## src/rtl/id_ex_stage.sv

```systemverilog
// ID/EX pipeline register with load-use hazard bubble insertion and saturating stall counter.
// Hazard detection and the stall counter exist only when ID_EX_HAZARD_DETECT_EN is defined.
module id_ex_stage #(
    parameter int unsigned DATA_W = 32,
    parameter int unsigned CNT_W  = 16
) (
    input  logic              Clk,
    input  logic              Reset,
    input  logic              Flush,
    input  logic              ID_PCSrc,
    input  logic              ID_RegDst,
    input  logic              ID_ALUSrc0,
    input  logic              ID_R_Enable,
    input  logic              ID_W_Enable,
    input  logic              ID_MemToReg,
    input  logic              ID_RegWrite,
    input  logic [1:0]        ID_ALUSrc1,
    input  logic [1:0]        ID_R_Width,
    input  logic [1:0]        ID_W_Width,
    input  logic [3:0]        ID_InstrSel,
    input  logic              ID_ReadsRs,
    input  logic              ID_ReadsRt,
    input  logic [4:0]        ID_Rs,
    input  logic [4:0]        ID_Rt,
    input  logic [4:0]        ID_Rd,
    input  logic [4:0]        ID_Shamt,
    input  logic [DATA_W-1:0] ID_RsData,
    input  logic [DATA_W-1:0] ID_RtData,
    input  logic [DATA_W-1:0] ID_Imm,
    input  logic [DATA_W-1:0] ID_PCPlus4,
    output logic              EX_PCSrc,
    output logic              EX_RegDst,
    output logic              EX_ALUSrc0,
    output logic              EX_R_Enable,
    output logic              EX_W_Enable,
    output logic              EX_MemToReg,
    output logic              EX_RegWrite,
    output logic [1:0]        EX_ALUSrc1,
    output logic [1:0]        EX_R_Width,
    output logic [1:0]        EX_W_Width,
    output logic [3:0]        EX_InstrSel,
    output logic [4:0]        EX_Rs,
    output logic [4:0]        EX_Rt,
    output logic [4:0]        EX_Rd,
    output logic [4:0]        EX_Shamt,
    output logic [DATA_W-1:0] EX_RsData,
    output logic [DATA_W-1:0] EX_RtData,
    output logic [DATA_W-1:0] EX_Imm,
    output logic [DATA_W-1:0] EX_PCPlus4,
    output logic [4:0]        EX_WriteReg,
    output logic              Stall,
    output logic [CNT_W-1:0]  StallCount
);

    localparam int unsigned REG_W    = 5;
    localparam logic [3:0]  SEL_JAL  = 4'd8;
    localparam logic [REG_W-1:0] REG_RA = REG_W'(31);

    logic             hazard;
    logic [REG_W-1:0] write_reg_d;

    // Destination register of the instruction leaving ID
    always_comb begin
        write_reg_d = ID_Rt;
        if (ID_RegDst) begin
            write_reg_d = ID_Rd;
        end else if (ID_InstrSel == SEL_JAL) begin
            write_reg_d = REG_RA;
        end
    end

`ifdef ID_EX_HAZARD_DETECT_EN
    // Load in EX whose destination is consumed by the instruction in ID
    always_comb begin
        hazard = 1'b0;
        if (EX_R_Enable && EX_RegWrite && (EX_WriteReg != '0)) begin
            hazard = (ID_ReadsRs && (ID_Rs == EX_WriteReg)) ||
                     (ID_ReadsRt && (ID_Rt == EX_WriteReg));
        end
    end

    // Saturating count of hazard bubbles; flush-killed hazards do not count
    always_ff @(posedge Clk) begin
        if (Reset) begin
            StallCount <= '0;
        end else if (Stall && (StallCount != {CNT_W{1'b1}})) begin
            StallCount <= StallCount + CNT_W'(1);
        end
    end
`else
    logic unused_reads;

    assign hazard       = 1'b0;
    assign StallCount   = '0;
    assign unused_reads = ID_ReadsRs ^ ID_ReadsRt;
`endif

    assign Stall = hazard & ~Flush;

    // EX register: bubble on reset, flush or hazard, otherwise capture ID
    always_ff @(posedge Clk) begin
        if (Reset || Flush || hazard) begin
            EX_PCSrc    <= 1'b0;
            EX_RegDst   <= 1'b0;
            EX_ALUSrc0  <= 1'b0;
            EX_R_Enable <= 1'b0;
            EX_W_Enable <= 1'b0;
            EX_MemToReg <= 1'b0;
            EX_RegWrite <= 1'b0;
            EX_ALUSrc1  <= '0;
            EX_R_Width  <= '0;
            EX_W_Width  <= '0;
            EX_InstrSel <= '0;
            EX_Rs       <= '0;
            EX_Rt       <= '0;
            EX_Rd       <= '0;
            EX_Shamt    <= '0;
            EX_RsData   <= '0;
            EX_RtData   <= '0;
            EX_Imm      <= '0;
            EX_PCPlus4  <= '0;
            EX_WriteReg <= '0;
        end else begin
            EX_PCSrc    <= ID_PCSrc;
            EX_RegDst   <= ID_RegDst;
            EX_ALUSrc0  <= ID_ALUSrc0;
            EX_R_Enable <= ID_R_Enable;
            EX_W_Enable <= ID_W_Enable;
            EX_MemToReg <= ID_MemToReg;
            EX_RegWrite <= ID_RegWrite;
            EX_ALUSrc1  <= ID_ALUSrc1;
            EX_R_Width  <= ID_R_Width;
            EX_W_Width  <= ID_W_Width;
            EX_InstrSel <= ID_InstrSel;
            EX_Rs       <= ID_Rs;
            EX_Rt       <= ID_Rt;
            EX_Rd       <= ID_Rd;
            EX_Shamt    <= ID_Shamt;
            EX_RsData   <= ID_RsData;
            EX_RtData   <= ID_RtData;
            EX_Imm      <= ID_Imm;
            EX_PCPlus4  <= ID_PCPlus4;
            EX_WriteReg <= write_reg_d;
        end
    end

endmodule

```

## config.mk

```make
export PLATFORM = sky130hd
export DESIGN_NAME = id_ex_stage
export DESIGN_NICKNAME = d
export VERILOG_FILES = /design/src/rtl/id_ex_stage.sv
export SDC_FILE = /design/constraint.sdc
export NUM_CORES = 1
export LEC_CHECK = 0
export CAP_MARGIN = 40
export CORE_AREA = 2 2 137 139
export CTS_BUF_LIST = sky130_fd_sc_hd__clkbuf_4 sky130_fd_sc_hd__clkbuf_8 sky130_fd_sc_hd__clkbuf_16
export CTS_CLUSTER_SIZE = 8
export DETAILED_ROUTE_END_ITERATION = 16
export DIE_AREA = 0 0 139 141
export PLACE_DENSITY = 0.65
export SLEW_MARGIN = 40
export SYNTH_ARGS = -nofsm -noshare
export SYNTH_HDL_FRONTEND = slang
export SYNTH_SLANG_ARGS = --single-unit
```

## constraint.sdc

```tcl
create_clock -name Clk -period 1.4 [get_ports Clk]
set_input_delay 0.21 -clock Clk [delete_from_list [all_inputs] [get_ports Clk]]
set_output_delay 0.21 -clock Clk [all_outputs]
set_load 0.1 [all_outputs]
```

==> out/metrics.cfg <==
[placed_design]
dp_slack_ns = -0.242
dp_cells = 945
finalWeightedCongestion = 0.703
dpl_cell_area_mm2 = 0.0101
io_buffers = 337
dpl.hpwl_um = 11200

[setup_path]
cp.depth = 1
critical_path_class = reg2out
worst_ep_required_time_ns = 1.19
critical-path-top-delay-family = flip-flops
critPathMaxFanout = 1
timing.critical_path.buf_inv = 1
crit_path_cell_trace = buf_12
cp-startpoint = EX_Imm[4]$_SDFF_PP0_
crit_path_top_delay_cell = dfxtp_1
arrival_ns = 1.01
cp-end-kind = output pin
critPathLaunchType = flip-flop
critPathMaxStageDelay_ns = 0.40

[sta]
layout_setup_ws_ns = 0.180
period_minus_slack_ns = 1.22
finalCritPeriodShare_pct = 87.2
max_freq_mhz = 819
finalSetupViolCount = 0
maxSlewViolCount = 0
hold_violations = 0
rsz0062_at_grt = false
tns_ns = 0

[yosys]
syn_area_mm2 = 0.00477
synth_cells = 390
synth-seq-area-share_pct = 71.3
synth_top_area_share_pct = 71.3
yosysWarnings = 0
synth_area_leaders = dfxtp_1, and2_1, buf_4
ys_types = 13
ys_ff_latch = 170
synth_top_area_cell = dfxtp_1
post_synth.cell_area_avg_um2 = 12.2

[power]
p_int_mw = 8.69
pwr_density_cell_mw_per_mm2 = 1200
p_leak_nw = 4.37
swShare_pct = 32.0
pwr-share-clk_pct = 34.8
pwr-share-comb_pct = 24.6
switchingPower_mw = 4.09
power_mw = 12.8
vdd_drop_max_mv = 0.852
seqPwrFrac_pct = 40.6

[drt]
via_count = 3711
wl_um = 13800
vias_per_cell = 3.79
drc = 0
drtPass1Iterations = 4
drt-initial-drc-count = 110
detail-route-antenna-nets = 0
routedWlPerCell_um = 14.1

[grt]
grt_pass1_vias = 3697
grt_max_degree = 67
grt_pass1_wl_um = 20700
grt_use_total_pct = 14.1
grt_overflow = 0
antenna_found_initial = 2

[layout]
drive_gt1_share_pct = 28.9
final_area_mm2 = 0.0106
syn_to_final_growth_pct = 123
final_nets = 900
final_cells = 979

[floorplan]
initial_core_util_pct = 26.1
fp.dieH_um = 141
io-pin-count = 357
fp.coreArea_mm2 = 0.0183
row_count = 50
dieArea_mm2 = 0.0196
die_w_um = 139

[clock_network]
cts_tree = yes
postCtsHoldBufs = 0
cts_resized = 0
numClockSinks = 170
cts_max_level = 4
cts.path.max_buffers = 2
cts_buffers = 17
postCtsSetupBuffers = 0
clk_pin_slew_ns = 0.07
root_buffer = clkbuf_16

[hold_path]
hold_start = ID_PCPlus4[23]
whs_endpoint = EX_PCPlus4[23]$_SDFF_PP0_
min_path_cells = 2
hold_class = in2reg

[job]
cap_viol_max_count = 0

[run_status]
status = finished, final reports clean

area by class of cell:
cell class,instances,area (µm²)
antenna,2,5.00
clock buffer,20,454
clock inverter,12,106
fill,1461,7630
inverter,5,18.8
multi-input combinational,195,1210
sequential,170,3400
tap,234,293
timing repair buffer,341,5140
sequential cells by signal, summed over array words and instances (netlist names):
signal       cells
EX_RtData       32
EX_RsData       32
EX_Rs            5
EX_ALUSrc1       2
EX_W_Enable      1
EX_Imm          32
EX_RegWrite      1
EX_Rd            5
EX_InstrSel      4
EX_ALUSrc0       1
EX_W_Width       2
EX_Rt            5
EX_WriteReg      5
EX_R_Enable      1
EX_Shamt         5
EX_RegDst        1
EX_MemToReg      1
EX_PCPlus4      32
EX_R_Width       2
EX_PCSrc         1
cells by family (layout without fill, tap and decap cells):
kind of cell	Yosys count	in the layout	share of synthesized area, %
AND/OR/NAND/NOR	173	173	22.3
flip-flops	170	170	71.3
buffers and inverters	41	378	4.67
AO/OA/AOI/OAI	5	5	1.57
other	1	19	0.0786
power by group through the flow:
stage                     logic (mW)  registers, mW  clock network (mW)
after floorplan                0.422           6.63                   0
after global placement          3.15           5.30                   0
after detailed placement        3.16           5.31                   0
after CTS                       3.17           5.20                4.60
after global routing            3.24           5.21                4.81
final                           3.14           5.20                4.45
routing by layer:
metal	GRT usage (%)	wire [µm]	vias up
li1	-	-	1829
met1	14.7	5000	1626
met2	24.2	7020	236
met3	6.79	1520	20
met4	6.54	308	0
met5	0	0	-
Yosys cell counts (all sizes together):
cell type and number:
or4b 1, a221oi 5, conb 1, or2 1
and2 160, clkbuf 18, dfxtp 170, buf 18
inv 5, nor2 11
metrics by stage:
step                hold WS, ns  util (%)
finish                    0.337      58.2
global route              0.323      58.2
CTS                       0.312      58.2
detailed placement        0.676      55.1
global placement          0.676      55.1
floorplan                 0.332         -
layout by cell type (no fill, tap or decap), drive strengths merged:
cell type      Yosys  routed
conb               1      17
dfxtp            170     170
buf               18     174
diode              0       2
clkinv             0       4
inv                5      10
clkdlybuf4s50      0     167
or2                1       1
clkbuf            18      20
clkinvlp           0       3
a221oi             5       5
nor2              11      11
or4b               1       1
and2             160     160
worst max-delay path by stage:
| stage | endpoint |
|---|---|
| 3_3_place_gp | EX_WriteReg[2]$_SDFF_PP0_ |
| 5_1_grt | EX_PCPlus4[25] |
| 4_1_cts | EX_PCPlus4[25] |
| 6_report | EX_Imm[4] |
| 3_5_place_dp | EX_WriteReg[3]$_SDFF_PP0_ |
| 2_1_floorplan | EX_ALUSrc0 |
Note: power is estimated with default switching activity, not from simulation.
